$ cat src/rtl/uart_pkg.sv
// uart_pkg: shared UART state encodings and default parameters
package uart_pkg;
  typedef enum logic [2:0] {IDLE, START, DATA, PARITY, STOP} uart_state_t;
  localparam int DATA_LENGTH_DEF = 8;
  localparam int PARITY_EN_DEF = 0;
  localparam int CLK_PER_BIT_DEF = 20;
endpackage

$ cat src/rtl/baud_rate_RX.sv
// baud_rate_RX: mid-bit sample strobe, half a bit after restart then every full bit
module baud_rate_RX #(
  parameter int CLK_PER_BIT = uart_pkg::CLK_PER_BIT_DEF
) (
  input  logic rx_clk,
  input  logic rst,
  input  logic en,
  input  logic restart,
  output logic tick
);
  localparam int CW = $clog2(CLK_PER_BIT);
  logic [CW-1:0] cnt;
  logic first;
  assign tick = en & (cnt == (first ? CW'(CLK_PER_BIT / 2 - 1) : CW'(CLK_PER_BIT - 1)));
  // cycle counter wraps at every sample point; first interval is half a bit
  always_ff @(posedge rx_clk) begin
    if (rst || restart || !en) begin
      cnt <= '0;
      first <= 1'b1;
    end else if (tick) begin
      cnt <= '0;
      first <= 1'b0;
    end else begin
      cnt <= cnt + CW'(1);
    end
  end
endmodule

$ cat src/rtl/uart_receiver.sv
// uart_receiver: oversampled UART receiver with optional parity and error flags
module uart_receiver
  import uart_pkg::*;
#(
  parameter int DATA_LENGTH = DATA_LENGTH_DEF,
  parameter int PARITY_EN = PARITY_EN_DEF,
  parameter int CLK_PER_BIT = CLK_PER_BIT_DEF
) (
  input  logic rx_clk,
  input  logic rst,
  input  logic serialdata_in,
  input  logic parity_type,
  output logic [DATA_LENGTH-1:0] data_out,
  output logic rx_valid,
  output logic parity_err,
  output logic frame_err,
  output logic rx_busy
);
  localparam int BW = $clog2(DATA_LENGTH + 1);
  if (CLK_PER_BIT < 4 || CLK_PER_BIT % 2 != 0) begin : g_bad_clk_per_bit
    $error("CLK_PER_BIT must be even and at least 4");
  end
  uart_state_t state_q, state_d;
  logic s1, s2, rxs, rxs_q, fall, tick, restart, par;
  logic [1:0] vld;
  logic [DATA_LENGTH-1:0] sh;
  logic [BW-1:0] bcnt;
  assign rxs = s2;
  assign fall = rxs_q & ~rxs;
  assign restart = (state_q == IDLE) & fall;
  assign rx_busy = state_q != IDLE;
  baud_rate_RX #(.CLK_PER_BIT(CLK_PER_BIT)) u_baud (
    .rx_clk(rx_clk),
    .rst(rst),
    .en(rx_busy),
    .restart(restart),
    .tick(tick)
  );
  // synchronizer; rxs_q only reports high once real line data has flushed through
  always_ff @(posedge rx_clk) begin
    if (rst) begin
      s1 <= 1'b1;
      s2 <= 1'b1;
      vld <= '0;
      rxs_q <= 1'b0;
    end else begin
      s1 <= serialdata_in;
      s2 <= s1;
      vld <= {vld[0], 1'b1};
      rxs_q <= rxs & vld[1];
    end
  end
  // state register
  always_ff @(posedge rx_clk) begin
    if (rst) state_q <= IDLE;
    else state_q <= state_d;
  end
  // next-state logic, advancing only on sample strobes once a frame has started
  always_comb begin
    state_d = state_q;
    case (state_q)
      IDLE:    state_d = fall ? START : IDLE;
      START:   state_d = tick ? (rxs ? IDLE : DATA) : START;
      DATA:    state_d = (tick && bcnt == BW'(DATA_LENGTH - 1)) ? ((PARITY_EN != 0) ? PARITY : STOP) : DATA;
      PARITY:  state_d = tick ? STOP : PARITY;
      STOP:    state_d = tick ? IDLE : STOP;
      default: state_d = IDLE;
    endcase
  end
  // datapath: shift data LSB first, check parity, publish word and flags at the stop sample
  always_ff @(posedge rx_clk) begin
    if (rst) begin
      data_out <= '0;
      rx_valid <= 1'b0;
      parity_err <= 1'b0;
      frame_err <= 1'b0;
      sh <= '0;
      bcnt <= '0;
      par <= 1'b0;
    end else begin
      rx_valid <= tick && state_q == STOP;
      if (restart) begin
        bcnt <= '0;
        par <= 1'b0;
      end
      if (tick && state_q == DATA) begin
        sh <= {rxs, sh[DATA_LENGTH-1:1]};
        bcnt <= bcnt + BW'(1);
      end
      if (tick && state_q == PARITY) par <= rxs != (^sh ^ parity_type);
      if (tick && state_q == STOP) begin
        data_out <= sh;
        frame_err <= ~rxs;
        parity_err <= (PARITY_EN != 0) & par;
      end
    end
  end
endmodule

$ cat config.mk
export PLATFORM = sky130hd
export DESIGN_NAME = uart_receiver
export DESIGN_NICKNAME = d
export VERILOG_FILES = /design/src/rtl/uart_pkg.sv /design/src/rtl/baud_rate_RX.sv /design/src/rtl/uart_receiver.sv
export SDC_FILE = /design/constraint.sdc
export NUM_CORES = 1
export LEC_CHECK = 0
export CORE_ASPECT_RATIO = 0.7
export CORE_UTILIZATION = 53
export DETAILED_ROUTE_END_ITERATION = 10
export HOLD_SLACK_MARGIN = 0.08
export PLACE_DENSITY_LB_ADDON = 0.2
export RECOVER_POWER = 100
export REMOVE_ABC_BUFFERS = 1
export SYNTH_ARGS = -nofsm -noshare
export SYNTH_HDL_FRONTEND = slang
export SYNTH_SLANG_ARGS = --single-unit
$ cat constraint.sdc
create_clock -name rx_clk -period 1.8 [get_ports rx_clk]
set_clock_uncertainty 0.15 [all_clocks]
set_input_delay 0.18 -clock rx_clk [delete_from_list [all_inputs] [get_ports rx_clk]]
set_output_delay 0.18 -clock rx_clk [all_outputs]
set_load 0.03 [all_outputs]
* Word-level counts from Yosys, hierarchy flattened
Cells that the tools add are included.
** Word-level totals
- Logic and storage cells :: 47
- Output and inout bits :: 12
- Bits of input ports :: 4
- Register bits after elaboration :: 36
** Operators by class
- Add/subtract/negate cells :: 2
- Bitwise gates (word level) :: 5
- Reductions and logical operators :: 10
- Equal/unequal tests :: 6
- Muxes and demuxes :: 11
** Operators by type and width (number)
- $pmux W3 S5 :: 1
- $mux W3 :: 3
- $mux W4 :: 2
- $eq A3 B2 Y1 const B :: 2
- $add A5 B1 Y5 const B :: 1
- $eq A5 B5 Y1 :: 1
- $mux W5 :: 1
- $add A4 B1 Y4 const B :: 1
- $and A1 B1 Y1 :: 4
- $eq A4 B3 Y1 const B :: 1
- $mux W2 :: 2
- $eq A3 B1 Y1 const B :: 1
- $eq A3 B3 Y1 const B :: 1
- $logic_and A1 B1 Y1 :: 3
- $logic_not A3 Y1 :: 1
- $reduce_bool A3 Y1 :: 1
- $logic_or A1 B1 Y1 :: 2
- $mux W1 :: 2
- $reduce_bool A2 Y1 :: 1
- $reduce_or A2 Y1 :: 1
- $logic_not A1 Y1 :: 1
- $not A1 Y1 :: 1

* Depth between registers and ports, before layout
- Word-level depth :: 6
- Depth in mapped cells :: 6
- Gate-level depth less buffers :: 4

* Cells and area by module
A second synthesis with hierarchy kept.
** Second synthesis, totals
- Cells, all modules :: 153
- Area total of the unflattened synthesis :: 1501.4 µm²
** Modules (own cells, without submodules)
- uart_receiver :: area an instance 1193.6 µm², times used 1, seq. area each 600.6 µm², cells each 126
- baud_rate_RX :: area an instance 307.8 µm², times used 1, seq. area each 120.1 µm², cells each 27

* Worst setup path after synthesis
OpenSTA, ideal clock, no wires.
- Path kind :: register -> register
- Start point :: register u_baud.cnt[3]
- End point :: register sh[3]
- Required time :: 1.522 ns
- Arrival :: 1.334 ns
- Period minus slack after synthesis :: 1.612 ns
- Setup slack :: 0.188 ns
- Stages on the path, launching flop included :: 6
- Library setup time :: 0.128 ns
- Buffers on the path :: 1
- Cells stage by stage :: dfxtp_1 and4bb_2 o211ai_4 buf_4 mux2i_1 nor2_1
** On the way
- Cells in the longest elaborated chain, start to end :: 3
** RTL lines
- start, declared :: line baud_rate_RX.sv:12 : logic [CW-1:0] cnt;
- start signal, assigned :: line baud_rate_RX.sv:24 : cnt <= cnt + CW'(1);
- $eq A5 B5 Y1 :: line baud_rate_RX.sv:14 : assign tick = en & (cnt == (first ? CW'(CLK_PER_BIT / 2 - 1) : CW'(CLK_PER_BIT - 1)));
- $and A1 B1 Y1 :: line baud_rate_RX.sv:14
- $logic_and A1 B1 Y1 :: line uart_receiver.sv:86 : if (tick && state_q == DATA) begin
- end signal, assigned :: line uart_receiver.sv:87 : sh <= {rxs, sh[DATA_LENGTH-1:1]};
- end, declared :: line uart_receiver.sv:26 : logic [DATA_LENGTH-1:0] sh;
Every way passes these cells.
A chain may end at the register's enable or synchronous reset.

* Final worst setup path
- Start point :: register u_baud.cnt[3]
- End point :: register data_out[3]
** On the way
- Cells in the longest elaborated chain, start to end :: 3
** RTL lines
- $eq A5 B5 Y1 :: line baud_rate_RX.sv:14
- $and A1 B1 Y1 :: line baud_rate_RX.sv:14
- $logic_and A1 B1 Y1 :: line uart_receiver.sv:91 : if (tick && state_q == STOP) begin
- end signal, assigned :: line uart_receiver.sv:92 : data_out <= sh;
- end, declared :: line uart_receiver.sv:13 : output logic [DATA_LENGTH-1:0] data_out,
Every way passes these cells.

==> flow_summary.json <==
{
  "intPower_mw": 1.30,
  "cts_buffer_depth": 2,
  "leakagePower_nw": 0.803,
  "hold_path_depth": 1,
  "core_mm2": 0.00248,
  "layout.nets": 164,
  "p_per_area_mw_per_mm2": 922,
  "design.die.area_mm2": 0.00286,
  "rr_endpoint": "data_out[3]",
  "cp.arrival_ns": 1.75,
  "cts_buffers": 5,
  "maxCapViolCount": 0,
  "row_count": 15,
  "ctsHtreeMaxLevel": 2,
  "numClockSinks": 36,
  "synth_seq_cells": 36,
  "drt-vias-per-instance": 5.30,
  "n_antenna_cell": 0,
  "grt_pass1_vias": 927,
  "finalMaxSlewViolations": 0,
  "crit_end": "data_out[3]",
  "fin_tns_setup_ns": 0,
  "synth_area_mm2": 0.00140,
  "ys.warnings.count": 0,
  "initial_core_util": 0.566,
  "grt_max_degree": 31,
  "path_class": "reg -> reg",
  "pwr-share-clk": 0.474,
  "ant_nets": 0,
  "cp-start-kind": "flop",
  "finalHoldViolCount": 0,
  "synthFlopType": "dfxtp_1",
  "avgRoutedWirePerCell_um": 13.2,
  "period_share": 0.959,
  "r2r_cells": 5,
  "cts_setup_buffers": 0,
  "cts_tree": "built",
  "worstSetupStartpoint": "u_baud.cnt[3]",
  "antenna_found_initial": 0,
  "utilization": 0.697,
  "switchingPower_mw": 0.289,
  "place_congestion": 0.755,
  "clock_latency_ns": 0.28,
  "setup_ws_ns": 0.0731,
  "synthDistinctLibCells": 33,
  "combPwrFrac": 0.020,
  "dp_slack_ns": 0.0669,
  "area_growth_pct": 23.2,
  "layout-drive-gt1-share": 0.132,
  "dp_hpwl_mm": 1.77,
  "grt_pass1_wl_mm": 4.10,
  "p_total_mw": 1.59,
  "async_flop_share": 0,
  "fillers": 192,
  "fmax_ghz": 0.579,
  "cts_root_buf": "clkbuf_8",
  "grt_usage": 0.197,
  "drc_errors": 0,
  "synth_top_area_frac": 0.514,
  "hp-start": "s1",
  "netlist_top_cells_area": "dfxtp_1, mux2i_1, nor2_1",
  "ir_drop_mv": 0.575,
  "pin_count": 16,
  "finalSetupViolations": 0,
  "synth_area_per_cell_um2": 10.1,
  "outcome": "finished clean",
  "path_clk_slew_ns": 0.07,
  "synth_common_cells": "dfxtp_1, nor2_1, mux2i_1",
  "synth_edf_count": 0,
  "grt_remaining_overflow": 0,
  "die_x_um": 63.5,
  "fin_crit_ns": 1.73,
  "die_h_um": 45.0,
  "p_seq_frac": 0.506,
  "dr.pass1.iters": 4,
  "yosysMostFrequentCell": "dfxtp_1",
  "io_buffers": 13,
  "synth-seq-area-share": 0.514,
  "switching_share": 0.182,
  "syn_inst": 139,
  "required_ns": 1.82,
  "num_vias": 1022,
  "synth_top_cell_by_area": "dfxtp_1",
  "drt-initial-drc-count": 34,
  "hold_class": "reg -> reg",
  "drt_wl_total_mm": 2.55,
  "r2r-start": "u_baud.cnt[3]",
  "crit_path_max_fanout": 10,
  "reg2reg_slack_ns": 0.07,
  "endpoint_kind": "flop"
}
cell usage in the layout, fill, tap and decap left out, drive strengths merged, types with 4 or more instances in the layout:
cell and n:
dfxtp 36, nor2 27, mux2i 17, dlygate4sd3 11, nand3 8, clkbuf 8, nand2 5, buf 5
inv 4
flip-flops by register name, indices dropped and copies added, names as in the netlist:
name / flops
sh: 8
rxs_q: 1
frame_err: 1
bcnt: 4
s1: 1
u_baud.first: 1
rxs: 1
state_q: 3
u_baud.cnt: 5
data_out: 8
vld: 2
rx_valid: 1
per-layer routing:
| layer | GRT usage | vias to the layer above | wire, um |
|---|---|---|---|
| met5 | 0 | - | 0 |
| met4 | 0.0818 | 0 | 36 |
| met3 | 0.0682 | 5 | 81 |
| met2 | 0.338 | 14 | 1220 |
| met1 | 0.231 | 486 | 1210 |
| li1 | - | 517 | - |
cell families after synthesis:
kind of cell	count (synthesis)	synth area share
mux	17	0.121
fa+ha+maj	2	0.0179
buf+inv	11	0.0384
xor+xnor	3	0.0188
other cells	1	0.00268
compound gates	13	0.0759
simple gates	56	0.211
flops	36	0.514
how the worst min path moves through the flow:
| stage | endpoint | slack [ns] |
|---|---|---|
| after floorplan | bcnt[1] | 0.1 |
| after global placement | rxs | 0.25 |
| after detailed placement | rxs | 0.26 |
| after CTS | rxs | 0.27 |
| after global routing | rxs | 0.29 |
| final | rxs | 0.26 |
critical path, stage by stage (launching register included):
cell and delay, ns:
dfxtp_1 0.39, and4bb_2 0.31, o2111ai_1 0.24, buf_6 0.21
mux2i_2 0.24, nor2_1 0.07
power by group through the flow:
stage	combinational (mW)	sequential, mW	clock, mW
after global routing	0.0352	0.805	0.795
after global placement	0.0315	0.823	0
after floorplan	0.0113	0.822	0
after detailed placement	0.0325	0.823	0
after CTS	0.0323	0.805	0.770
final	0.0322	0.805	0.755
final cells by class:
cell class              instances  area, um2  area share
clock buffers                   7       96.3      0.0558
multi-input cells              92        631       0.365
flip-flops and latches         36        722       0.418
inverters                       4       15.0     0.00870
clock inverters                 1       30.0      0.0174
well taps                      34       42.5      0.0246
repair buffers                 19        190       0.110
through the flow:
step                      cells  hold WS, ns  area [um2]
after detailed placement    185        0.257        1590
after floorplan             132       0.0991        1360
after CTS                   193        0.273        1720
final                       193        0.265        1730
after global placement      185        0.250        1590
after global routing        193        0.287        1730
what timing repair did:
action | in CTS | in global routing
cloned | 0 | 0
endpoints found under the setup margin | 1 | 6
hold buffers | 0 | 0
resized for setup | 2 | 3
No activity file was read; power rests on OpenSTA's default activity.
